`src/rtl/wallace_pkg.sv`:
```
// Shared definitions for the Wallace multiplier controllers.
// Contents: controller state encoding, per-step shift amounts,
// operand/product widths and a step-to-shift helper.
package wallace_pkg;

   localparam int OP_W   = 8;
   localparam int PROD_W = 16;

   // Shift applied to the 4x4 partial product at each of the four steps.
   localparam int SH0 = 0;
   localparam int SH1 = 4;
   localparam int SH2 = 4;
   localparam int SH3 = 8;

   typedef enum logic [1:0] {
      IDLE = 2'b00,
      MUL  = 2'b01,
      DONE = 2'b10
   } state_e;

   function automatic logic [3:0] step_shift(input logic [1:0] step);
      logic [3:0] sh;
      case (step)
         2'd0:    sh = 4'(SH0);
         2'd1:    sh = 4'(SH1);
         2'd2:    sh = 4'(SH2);
         default: sh = 4'(SH3);
      endcase
      return sh;
   endfunction

endpackage

```
`src/rtl/wallace_mul8_ctrl_mul4.sv`:
```
// Combinational unsigned 4x4 Wallace-tree multiplier.
// Ports:
//   i_x [3:0]  multiplicand
//   i_y [3:0]  multiplier
//   o_p [7:0]  product i_x*i_y
module wallace_mul8_ctrl_mul4 (
   input  logic [3:0] i_x,
   input  logic [3:0] i_y,
   output logic [7:0] o_p
);

   // Counters return {carry, sum}.
   function automatic logic [1:0] fa(input logic x, input logic y, input logic z);
      return {1'b0, x} + {1'b0, y} + {1'b0, z};
   endfunction

   function automatic logic [1:0] ha(input logic x, input logic y);
      return {1'b0, x} + {1'b0, y};
   endfunction

   // w_pp[i][j] = y[i] & x[j], weight i+j.
   logic [3:0] w_pp [4];
   logic [1:0] w_s1_1, w_s1_2, w_s1_3, w_s1_4, w_s1_5;
   logic [1:0] w_s2_3, w_s2_4, w_s2_5, w_s2_6;
   logic [7:0] w_row_s, w_row_c;

   always_comb begin
      for (int i = 0; i < 4; i++) begin
         w_pp[i] = i_x & {4{i_y[i]}};
      end
   end

   // First layer: compress every column of the partial-product array.
   assign w_s1_1 = ha(w_pp[0][1], w_pp[1][0]);
   assign w_s1_2 = fa(w_pp[0][2], w_pp[1][1], w_pp[2][0]);
   assign w_s1_3 = fa(w_pp[0][3], w_pp[1][2], w_pp[2][1]);
   assign w_s1_4 = fa(w_pp[1][3], w_pp[2][2], w_pp[3][1]);
   assign w_s1_5 = ha(w_pp[2][3], w_pp[3][2]);

   // Second layer folds columns 3..6 down to one bit each, leaving only the
   // column-1 carry as a second row for the final adder.
   assign w_s2_3 = fa(w_s1_3[0], w_pp[3][0], w_s1_2[1]);
   assign w_s2_4 = fa(w_s1_4[0], w_s1_3[1], w_s2_3[1]);
   assign w_s2_5 = fa(w_s1_5[0], w_s1_4[1], w_s2_4[1]);
   assign w_s2_6 = fa(w_pp[3][3], w_s1_5[1], w_s2_5[1]);

   assign w_row_s = {w_s2_6[1], w_s2_6[0], w_s2_5[0], w_s2_4[0],
                     w_s2_3[0], w_s1_2[0], w_s1_1[0], w_pp[0][0]};
   assign w_row_c = {5'b0, w_s1_1[1], 2'b0};
   assign o_p     = w_row_s + w_row_c;

endmodule

```
`src/rtl/wallace_mul8_ctrl.sv`:
```
// Sequenced unsigned 8x8 multiplier built from one 4x4 Wallace multiplier
// used over four cycles, accumulating shifted partial products.
// Ports:
//   clk, rst               clock; asynchronous active-high reset
//   in_valid / in_ready    operand handshake (accept when both high)
//   a, b [7:0]             operands, sampled on accept
//   out_valid / out_ready  result handshake; out_valid held until taken
//   product [15:0]         accumulator; holds until the next accept
//   busy                   high whenever not IDLE
//   dbg_state              current FSM state
// Handshake: a transfer happens on a rising edge where valid && ready;
// valid never drops without a transfer, ready may change freely.
module wallace_mul8_ctrl
   import wallace_pkg::*;
#(
   parameter bit EARLY_ZERO = 1'b1
) (
   input  logic              clk,
   input  logic              rst,
   input  logic              in_valid,
   output logic              in_ready,
   input  logic [OP_W-1:0]   a,
   input  logic [OP_W-1:0]   b,
   output logic              out_valid,
   input  logic              out_ready,
   output logic [PROD_W-1:0] product,
   output logic              busy,
   output state_e            dbg_state
);

   state_e            r_state, w_state_nxt;
   logic [1:0]        r_step;
   logic [OP_W-1:0]   r_a, r_b;
   logic [PROD_W-1:0] r_acc;

   logic              w_accept, w_zero_op;
   logic [3:0]        w_a_nib, w_b_nib;
   logic [7:0]        w_pp;
   logic [PROD_W-1:0] w_pp_sh;

   assign w_accept  = in_valid && (r_state == IDLE);
   assign w_zero_op = (a == '0) || (b == '0);

   // step[0] selects the high nibble of a, step[1] the high nibble of b.
   assign w_a_nib = r_step[0] ? r_a[7:4] : r_a[3:0];
   assign w_b_nib = r_step[1] ? r_b[7:4] : r_b[3:0];

   wallace_mul8_ctrl_mul4 u_mul4 (
      .i_x (w_a_nib),
      .i_y (w_b_nib),
      .o_p (w_pp)
   );

   assign w_pp_sh = {8'b0, w_pp} << step_shift(r_step);

   always_ff @(posedge clk or posedge rst) begin
      if (rst) r_state <= IDLE;
      else     r_state <= w_state_nxt;
   end

   always_comb begin
      w_state_nxt = r_state;
      case (r_state)
         IDLE: begin
            if (w_accept) begin
               if (EARLY_ZERO && w_zero_op) w_state_nxt = DONE;
               else                         w_state_nxt = MUL;
            end
         end
         MUL:     if (r_step == 2'd3) w_state_nxt = DONE;
         DONE:    if (out_ready)      w_state_nxt = IDLE;
         default: w_state_nxt = IDLE;
      endcase
   end

   always_ff @(posedge clk or posedge rst) begin
      if (rst) begin
         r_a    <= '0;
         r_b    <= '0;
         r_acc  <= '0;
         r_step <= '0;
      end else begin
         case (r_state)
            IDLE: begin
               if (w_accept) begin
                  r_a    <= a;
                  r_b    <= b;
                  r_acc  <= '0;
                  r_step <= '0;
               end
            end
            MUL: begin
               r_acc  <= r_acc + w_pp_sh;
               r_step <= r_step + 2'd1;
            end
            default: ;
         endcase
      end
   end

   assign in_ready  = (r_state == IDLE);
   assign busy      = (r_state != IDLE);
   assign out_valid = (r_state == DONE);
   assign product   = r_acc;
   assign dbg_state = r_state;

endmodule

```
`config.mk`:
```
export PLATFORM = sky130hd
export DESIGN_NAME = wallace_mul8_ctrl
export DESIGN_NICKNAME = d
export VERILOG_FILES = /design/src/rtl/wallace_pkg.sv /design/src/rtl/wallace_mul8_ctrl_mul4.sv /design/src/rtl/wallace_mul8_ctrl.sv
export SDC_FILE = /design/constraint.sdc
export NUM_CORES = 1
export LEC_CHECK = 0
export ABC_CLOCK_PERIOD_IN_PS = 9250
export CORE_MARGIN = 1.5
export CORE_UTILIZATION = 25
export DETAILED_ROUTE_END_ITERATION = 7
export SYNTH_ARGS = -nofsm -noshare
export SYNTH_HDL_FRONTEND = slang
export SYNTH_SLANG_ARGS = --single-unit
```
`constraint.sdc`:
```
create_clock -name clk -period 9.25 [get_ports clk]
set_input_delay 2.3125 -clock clk [delete_from_list [all_inputs] [get_ports clk]]
set_output_delay 2.3125 -clock clk [all_outputs]
set_load 0.05 [all_outputs]
```
==> flow_metrics.py, run 1 <==
metrics = {
    "synthesis": {
        "synth_seq_cells": 36,
        "ys.flop_type": "dfrtp_1",
        "syn_area_per_cell_um2": 9.330,
        "synth_nets": 351,
        "yosysUniqueCellTypes": 46,
        "synth_area_mm2": 0.002818,
        "ys_async_sr_fraction_pct": 100.0,
        "ys_warn_count": 0,
        "synthCells": 302,
        "synth-edff-count": 0,
        "yosysSeqAreaShare_pct": 31.97,
    },
    "cells_and_area": {
        "stdcell_count": 481,
        "antennaDiodeCount": 0,
        "drive_gt1_share_pct": 12.61,
        "area_growth_pct": 24.56,
        "mostFrequentLayoutCells": "clkdlybuf4s50_1, nand2_1, dfrtp_1",
        "nNetsFinal": 389,
        "final_common_cell": "clkdlybuf4s50_1",
    },
    "setup_path": {
        "end_kind": "flip-flop",
        "path_max_fanout": 7,
        "crit_required_ns": 9.40,
        "critPathKind": "flip-flop to flip-flop",
        "crit_arrival_ns": 5.77,
        "endpoint": "product[12]",
        "rr_endpoint": "product[12]",
        "critPathLaunch": "r_step[1]",
        "r2r_start": "r_step[1]",
        "rrSetupSlack_ns": 3.64,
        "cp-start-kind": "flip-flop",
        "reg2reg_depth": 16,
    },
    "routing": {
        "dr.pass1.iters": 4,
        "postRouteAntennaNets": 0,
        "totalWireLength_um": 6935,
        "detail_route.wl_per_cell_um": 14.42,
        "viasPerCell": 4.836,
        "drc": 0,
        "drt_iter0_markers": 99,
        "dr_total_vias": 2326,
    },
    "grt": {
        "use_met2_pct": 22.28,
        "grt_pass1_vias": 2354,
        "grt_overflow_total": 0,
        "grt_busiest_layer": "met2",
        "grt_util_met3_pct": 1.973,
        "antenna_found_initial": 0,
        "grt_max_degree": 37,
        "grt_pass1_wl_um": 11650,
        "grt_use_met1_pct": 15.74,
        "grt_use_total_pct": 12.61,
    },
    "clock_network": {
        "clock_sinks": 36,
        "root_buffer": "clkbuf_16",
        "clk_pin_slew_ns": 0.06,
        "cts_resized": 0,
        "clockBufferDepth": 2,
        "clk_latency_ns": 0.28,
        "postCtsSetupBuffers": 0,
        "cts_tree": "built",
        "htree_levels": 2,
        "cts-buffers-inserted": 5,
        "hold_buffers": 0,
    },
    "sta": {
        "finalClockSkew_ns": 0.005180,
        "period_needed_ns": 5.614,
        "final-max-slew-violation-count": 0,
        "timing.final.crit_share_pct": 60.69,
        "fmax_mhz": 178.1,
        "hold_viol": 0,
        "maxSlewHeadroom_pct": 32.34,
        "finalWorstSetupSlack_ns": 3.636,
        "setup_tns_ns": 0,
        "fin_hold_ws_ns": 0.5017,
        "rsz0062_at_grt": "false",
        "tightest_slew_ns": 1.015,
        "setup_violations": 0,
    },
    "placed_design": {
        "port_buffers": 40,
        "dp_hpwl_um": 5361,
        "gp_congestion": 0.8966,
        "pre_cts_slack_ns": 3.660,
        "placedCellCount": 473,
    },
    "die": {
        "row_count": 38,
        "fp.dieH_um": 109.2,
        "initial_core_util_pct": 25.77,
        "fp.coreArea_mm2": 0.01094,
        "die_w_um": 109.2,
        "ios": 41,
        "dieArea_mm2": 0.01192,
    },
    "hold_path": {
        "hold_class": "flip-flop to flip-flop",
        "min_path_cells": 1,
    },
    "job": {
        "maxCapViolCount": 0,
    },
    "status": {
        "status": "complete, no violations",
    },
}
final cells by class:
class	instances	area (um2)
flip-flops and latches	36	900.9
clock buffers	5	125.1
well taps	140	175.2
clock inverters	3	23.77
repair buffers	41	407.9
multi-input cells	247	1843
inverters	9	33.78
fillers	1121	7426
metal layers:
layer  share of wire, %  up-vias
met4                1.0        0
met2                 49       37
met1                 47     1134
met5                  0        -
li1                   -     1151
met3                3.0        4
through the flow:
stage	area [um2]	util (%)
final	3510	32.09
after floorplan	2818	-
after global placement	3361	30.73
after global routing	3510	32.09
after CTS	3510	32.09
after detailed placement	3361	30.73
flip-flops by register name, summed over array words and instances, names as in the netlist:
signal / flops
r_a: 8
product: 16
r_b: 8
dbg_state: 2
r_step: 2
critical path, stage by stage (launching register included):
cell and delay (ns):
dfrtp_1 0.48, mux2_2 0.43, nand2_1 0.10, fa_1 0.45
fa_1 0.46, fa_1 0.46, fa_1 0.46, fa_1 0.48
or4_1 0.41, mux2_4 0.28, nor3b_2 0.15, ha_1 0.37
and3_1 0.19, nor3b_1 0.15, o31ai_1 0.32, mux2i_1 0.23
nand3_1 0.09
how the worst min path moves through the flow:
stage | to | start
after global placement | r_a[0] | r_a[0]
final | r_b[0] | r_b[0]
after floorplan | r_a[4] | r_a[4]
after global routing | r_b[4] | r_b[4]
after CTS | r_b[0] | r_b[0]
after detailed placement | r_b[0] | r_b[0]
cells in the mapped netlist (2+ instances only):
master / n / share of area (%)
a21o_1: 4 / 1.1
a21oi_1: 17 / 3.0
a22o_1: 4 / 1.2
a31oi_1: 3 / 0.67
and2_1: 7 / 1.6
and3_1: 3 / 0.67
buf_2: 2 / 0.36
clkbuf_1: 8 / 1.1
dfrtp_1: 36 / 32
fa_1: 8 / 5.7
ha_1: 21 / 9.3
inv_1: 9 / 1.2
mux2_2: 24 / 9.6
mux2i_1: 4 / 1.4
nand2_1: 37 / 4.9
nand2b_1: 2 / 0.44
nand3_1: 15 / 2.7
nand4_1: 2 / 0.44
nor2_1: 15 / 2.0
nor2b_1: 8 / 1.8
nor3_1: 2 / 0.36
nor3b_1: 3 / 0.80
nor3b_2: 2 / 0.89
nor4_1: 2 / 0.44
o211ai_1: 2 / 0.53
o21a_1: 2 / 0.53
o21ai_0: 16 / 2.8
o21ai_1: 8 / 1.4
o21bai_1: 2 / 0.53
o31ai_1: 2 / 0.53
or2b_2: 2 / 0.62
or4_1: 3 / 0.80
xnor2_1: 5 / 1.6
xor2_1: 10 / 3.1
cells by family (layout without fill, tap and decap cells):
family	Yosys count	in the layout	synth area share, %
compound gates	67	67	14.70
mux	29	29	11.55
simple gates	107	107	19.49
fa+ha+maj	29	29	15.01
flops	36	36	31.97
buf+inv	19	58	2.620
xor+xnor	15	15	4.662
Power of run 1 is not shown: default switching activity piles up to over one toggle a cycle in this logic, so the estimate is an artifact.
==> run 2: changes to the inputs <==
ABC_CLOCK_PERIOD_IN_PS = 5100   (was 9250)
clock period = 5.1 ns   (was 9.25 ns; I/O delays follow)
==> run 2 against run 1 <==
  * Register-to-register slack worse by 3.6 ns
  * Final cell count is 5.2% higher
  * Clock skew hardly changed
  * Hold slack better by 0.0028 ns
  * Non-clock buffer count is 25 higher
  * Wire length is 7.3% higher
  * Setup slack worse by 3.6 ns
  * Cell area is 9.9% higher
  * Count of clock-buffer cells in the layout stayed put
  * Die area stayed put
  * Maximum frequency is 12% higher
  * Highest routed layer unchanged
  * First-iteration DRC count is 37% lower
==> flow_metrics.py, run 2 (same netlist as run 1, synthesis figures left out) <==
metrics = {
    "setup_path": {
        "rrSetupSlack_ns": 0.07,
        "worst-path-buf-inv": 0,
        "critPathKind": "flip-flop to flip-flop",
        "path_cells": "mux2_4 > nand2_4 > fa_1 > fa_2 > fa_2 > fa_2 > fa_2 > or4_1 > mux2_4 > nor3b_4 > ha_4 > and3_4 > nand3_1 > or3_1 > nand3_2 > xnor2_1 > o21ai_1",
        "crit_required_ns": 5.24,
        "r2r_start": "r_step[0]",
        "cp_common_cell": "fa_2",
        "critPathLaunch": "r_step[0]",
        "cp-start-kind": "flip-flop",
        "critPathMaxStageDelay_ns": 0.48,
        "path_max_fanout": 5,
        "worst_path_max_delay_cell": "or4_1",
        "endpoint": "product[14]",
        "critPathTopFamily": "adder cells",
        "end_kind": "flip-flop",
        "crit_arrival_ns": 5.16,
        "path_depth": 17,
        "rr_endpoint": "product[14]",
        "reg2reg_depth": 17,
    },
    "cells_and_area": {
        "drive_gt1_share_pct": 24.32,
        "area_growth_pct": 36.94,
        "stdcell_area_mm2": 0.003859,
        "nNetsFinal": 414,
        "largest_reg_flops": 16,
        "mostFrequentLayoutCells": "clkdlybuf4s50_1, nand2_1, dfrtp_1",
        "stdcell_count": 506,
        "final_common_cell": "clkdlybuf4s50_1",
        "antennaDiodeCount": 0,
    },
    "grt": {
        "grt_pass1_wl_um": 12380,
        "grt_max_degree": 37,
        "grt_overflow_total": 0,
        "grt_pass1_vias": 2487,
        "grt_use_total_pct": 13.46,
        "antenna_found_initial": 0,
    },
    "clock_network": {
        "htree_levels": 2,
        "cts-buffers-inserted": 5,
        "clk_pin_slew_ns": 0.06,
        "clock_sinks": 36,
        "clockBufferDepth": 2,
        "clk_latency_ns": 0.28,
        "cts_tree": "built",
        "root_buffer": "clkbuf_16",
    },
    "placed_design": {
        "gp_congestion": 0.8770,
        "placed_area_mm2": 0.003542,
        "placedCellCount": 495,
        "port_buffers": 40,
        "dp_hpwl_um": 5556,
    },
    "sta": {
        "hold_viol": 0,
        "setup_tns_ns": 0,
        "tightest_slew_ns": 1.072,
        "period_needed_ns": 5.028,
        "fin_hold_ws_ns": 0.5045,
        "finalClockSkew_ns": 0.004842,
        "timing.final.crit_share_pct": 98.58,
        "fmax_mhz": 198.9,
        "setup_violations": 0,
        "final-max-slew-violation-count": 0,
        "maxSlewHeadroom_pct": 28.50,
        "rsz0062_at_grt": "true",
    },
    "die": {
        "ios": 41,
        "row_count": 38,
        "fp.dieH_um": 109.2,
        "die_w_um": 109.2,
        "dieArea_mm2": 0.01192,
        "fp.coreArea_mm2": 0.01094,
        "initial_core_util_pct": 25.77,
    },
    "routing": {
        "totalWireLength_um": 7442,
        "drc": 0,
        "viasPerCell": 4.864,
        "postRouteAntennaNets": 0,
        "detail_route.wl_per_cell_um": 14.71,
        "dr_total_vias": 2461,
        "dr.pass1.iters": 4,
        "drt_iter0_markers": 62,
    },
    "job": {
        "maxCapViolCount": 0,
    },
    "status": {
        "status": "complete, no violations",
    },
    "hold_path": {
        "hold_class": "flip-flop to flip-flop",
    },
}
-- run 2: cell type report --
| type | instances | area [um2] |
|---|---|---|
| fill | 1134 | 7077 |
| multi-input combinational | 247 | 1979 |
| sequential | 36 | 903.4 |
| timing repair buffer | 66 | 599.3 |
| tap | 140 | 175.2 |
| clock buffer | 5 | 125.1 |
| clock inverter | 3 | 42.54 |
| inverter | 9 | 33.78 |
-- run 2: per-layer routing --
metal	routed length (um)	vias up	track usage, %
li1	-	1202	-
met1	3346	1199	17.09
met2	3765	50	23.44
met3	237	10	2.331
met4	93	0	3.477
met5	0	-	0
-- run 2: how the worst min path moves through the flow --
stage / from / to / slack (ns) / depth (start not counted)
CTS: r_b[5] / r_b[5] / 0.50 / 1
floorplan: r_a[4] / r_a[4] / 0.47 / 1
finish: r_a[3] / r_a[3] / 0.50 / 1
global placement: r_b[5] / r_b[5] / 0.49 / 1
detailed placement: r_b[5] / r_b[5] / 0.49 / 1
global route: r_b[5] / r_b[5] / 0.52 / 1
-- run 2: repair_timing --
item | in CTS | in global routing
resized for setup | 7 | 22
setup endpoints to repair | 7 | 7
buffers inserted | 2 | 1
hold buffers | 0 | 0
pin swaps | 7 | 20
-- run 2: metrics by stage --
stage	setup WS (ns)	util (%)
2_1_floorplan	0.01316	-
3_3_place_gp	-0.04720	32.39
3_5_place_dp	-0.1572	32.39
4_1_cts	0.02713	34.26
5_1_grt	-0.05794	35.29
6_report	0.07223	35.29
-- run 2: worst register-to-register path: cells and delay by family, from the launching register on --
kind	cells	cell delay, ns
flops	1	0.45
simple gates	7	1.38
compound gates	1	0.08
mux	2	0.62
xor+xnor	1	0.13
fa+ha+maj	6	2.21
Power of run 2 is left out for the same reason.
==> run 3: changes to the inputs <==
CORE_MARGIN = unset   (was 1.5)
==> run 3 against run 2 <==
  * Utilization is 0.68 points lower
  * Sequential share of layout area is 0.57 points higher
  * Maximum frequency is 0.14% higher
  * Critical path depth up 1
  * Hold slack got worse by 0.0017 ns
  * Clock skew rose by 0.015 ns
  * Count of clock-buffer cells in the layout is the same
  * Cell area decreased by 2.4%
  * Wire length is 4.7% lower
  * Sequential cell count unchanged
  * Non-clock buffer count up 1
  * Critical endpoint is now product[15]
==> flow_metrics.py, run 3 (same netlist as run 1, synthesis figures left out) <==
metrics = {
    "status": {
        "status": "complete, no violations",
    },
    "sta": {
        "fmax_mhz": 199.2,
        "fin_hold_ws_ns": 0.5028,
        "maxSlewHeadroom_pct": 28.58,
        "period_needed_ns": 5.021,
        "finalClockSkew_ns": 0.01962,
        "timing.final.crit_share_pct": 98.44,
        "hold_viol": 0,
        "tightest_slew_ns": 1.071,
        "final-max-slew-violation-count": 0,
        "rsz0062_at_grt": "true",
        "setup_violations": 0,
    },
    "setup_path": {
        "cp-start-kind": "flip-flop",
        "end_kind": "flip-flop",
        "crit_required_ns": 5.34,
        "critPathKind": "flip-flop to flip-flop",
        "crit_arrival_ns": 5.26,
        "rrSetupSlack_ns": 0.08,
        "path_max_fanout": 4,
    },
    "die": {
        "row_count": 38,
        "fp.dieH_um": 108.2,
        "initial_core_util_pct": 25.88,
        "ios": 41,
        "fp.coreArea_mm2": 0.01089,
        "dieArea_mm2": 0.01170,
        "die_w_um": 108.2,
    },
    "cells_and_area": {
        "antennaDiodeCount": 0,
        "nNetsFinal": 415,
        "area_growth_pct": 33.70,
        "post-route-util_pct": 34.60,
        "drive_gt1_share_pct": 23.71,
        "final_common_cell": "clkdlybuf4s50_1",
        "mostFrequentLayoutCells": "clkdlybuf4s50_1, nand2_1, dfrtp_1",
        "largest_reg_flops": 16,
    },
    "placed_design": {
        "gp_congestion": 0.8692,
        "dp_hpwl_um": 5519,
        "port_buffers": 40,
    },
    "clock_network": {
        "clk_latency_ns": 0.30,
        "root_buffer": "clkbuf_8",
        "clk_pin_slew_ns": 0.09,
        "htree_levels": 2,
        "clockBufferDepth": 2,
        "clock_sinks": 36,
        "cts_tree": "built",
        "cts-buffers-inserted": 5,
        "hold_buffers": 0,
    },
    "grt": {
        "grt_pass1_wl_um": 11870,
        "antenna_found_initial": 0,
        "grt_max_degree": 37,
        "grt_use_total_pct": 12.94,
        "grt_pass1_vias": 2435,
        "grt_overflow_total": 0,
    },
    "job": {
        "maxCapViolCount": 0,
    },
    "routing": {
        "detail_route.wl_per_cell_um": 13.99,
        "totalWireLength_um": 7093,
        "drc": 0,
        "postRouteAntennaNets": 0,
        "viasPerCell": 4.779,
        "dr.pass1.iters": 5,
        "drt_iter0_markers": 56,
        "dr_total_vias": 2423,
    },
    "hold_path": {
        "hold_class": "flip-flop to flip-flop",
    },
}
[run 3: cell types whose count changed in the layout (fill, tap and decap cells not counted), sizes merged]
cell  change
buf       +1
[run 3: routing by layer]
metal / track usage, % / up-vias / wire (um)
met5: 0 / - / 0
met4: 3.229 / 0 / 93
met3: 2.170 / 11 / 277
met2: 22.34 / 61 / 3455
met1: 16.66 / 1149 / 3267
li1: - / 1202 / -
[run 3: worst paths after layout]
check / from / end / cells past startpoint
max in group asynchronous: rst / r_step[1] / 3
setup / recovery: r_step[0] / product[15] / 18
setup reg to reg: r_step[0] / product[15] / 18
min in group asynchronous: rst / product[2] / 3
hold / removal: r_b[7] / r_b[7] / 1
hold reg to reg: r_b[7] / r_b[7] / 1
[run 3: cell type report]
| class | count | area (um2) |
|---|---|---|
| Fill cell | 1121 | 7121 |
| Multi-Input combinational cell | 247 | 1941 |
| Sequential cell | 36 | 903.4 |
| Timing Repair Buffer | 67 | 603.1 |
| Tap cell | 140 | 175.2 |
| Clock buffer | 5 | 68.82 |
| Clock inverter | 3 | 42.54 |
| Inverter | 9 | 33.78 |
[run 3: per-stage QoR]
step	cell area [um2]	setup TNS [ns]	instances	setup slack, ns
after floorplan	2834	0	302	0.01316
after global placement	3542	-0.02612	495	-0.02612
after detailed placement	3542	-0.3968	495	-0.1376
after CTS	3674	0	504	0.02708
after global routing	3767	-0.1926	507	-0.07861
final	3767	0	507	0.07944
[run 3: critical path, cell delays in order, from the launching register on]
cell and delay (ns):
dfrtp_2 0.45, mux2_4 0.34, nand2_4 0.07, fa_1 0.46, fa_2 0.39, fa_2 0.37
fa_2 0.35, fa_2 0.35, or4_4 0.41, mux2_4 0.27, nor3b_2 0.15, ha_1 0.35
buf_4 0.14, nand4_1 0.12, nor2_1 0.16, o21ai_2 0.08, and3_4 0.16, o31a_1 0.27
nand2_1 0.07
[run 3: repair_timing]
| item | CTS | global route |
|---|---|---|
| endpoints found under the setup margin | 7 | 8 |
| setup buffers | 1 | 3 |
| gates resized for setup | 3 | 18 |
| pin swaps | 8 | 15 |
Power of run 3 is left out for the same reason.
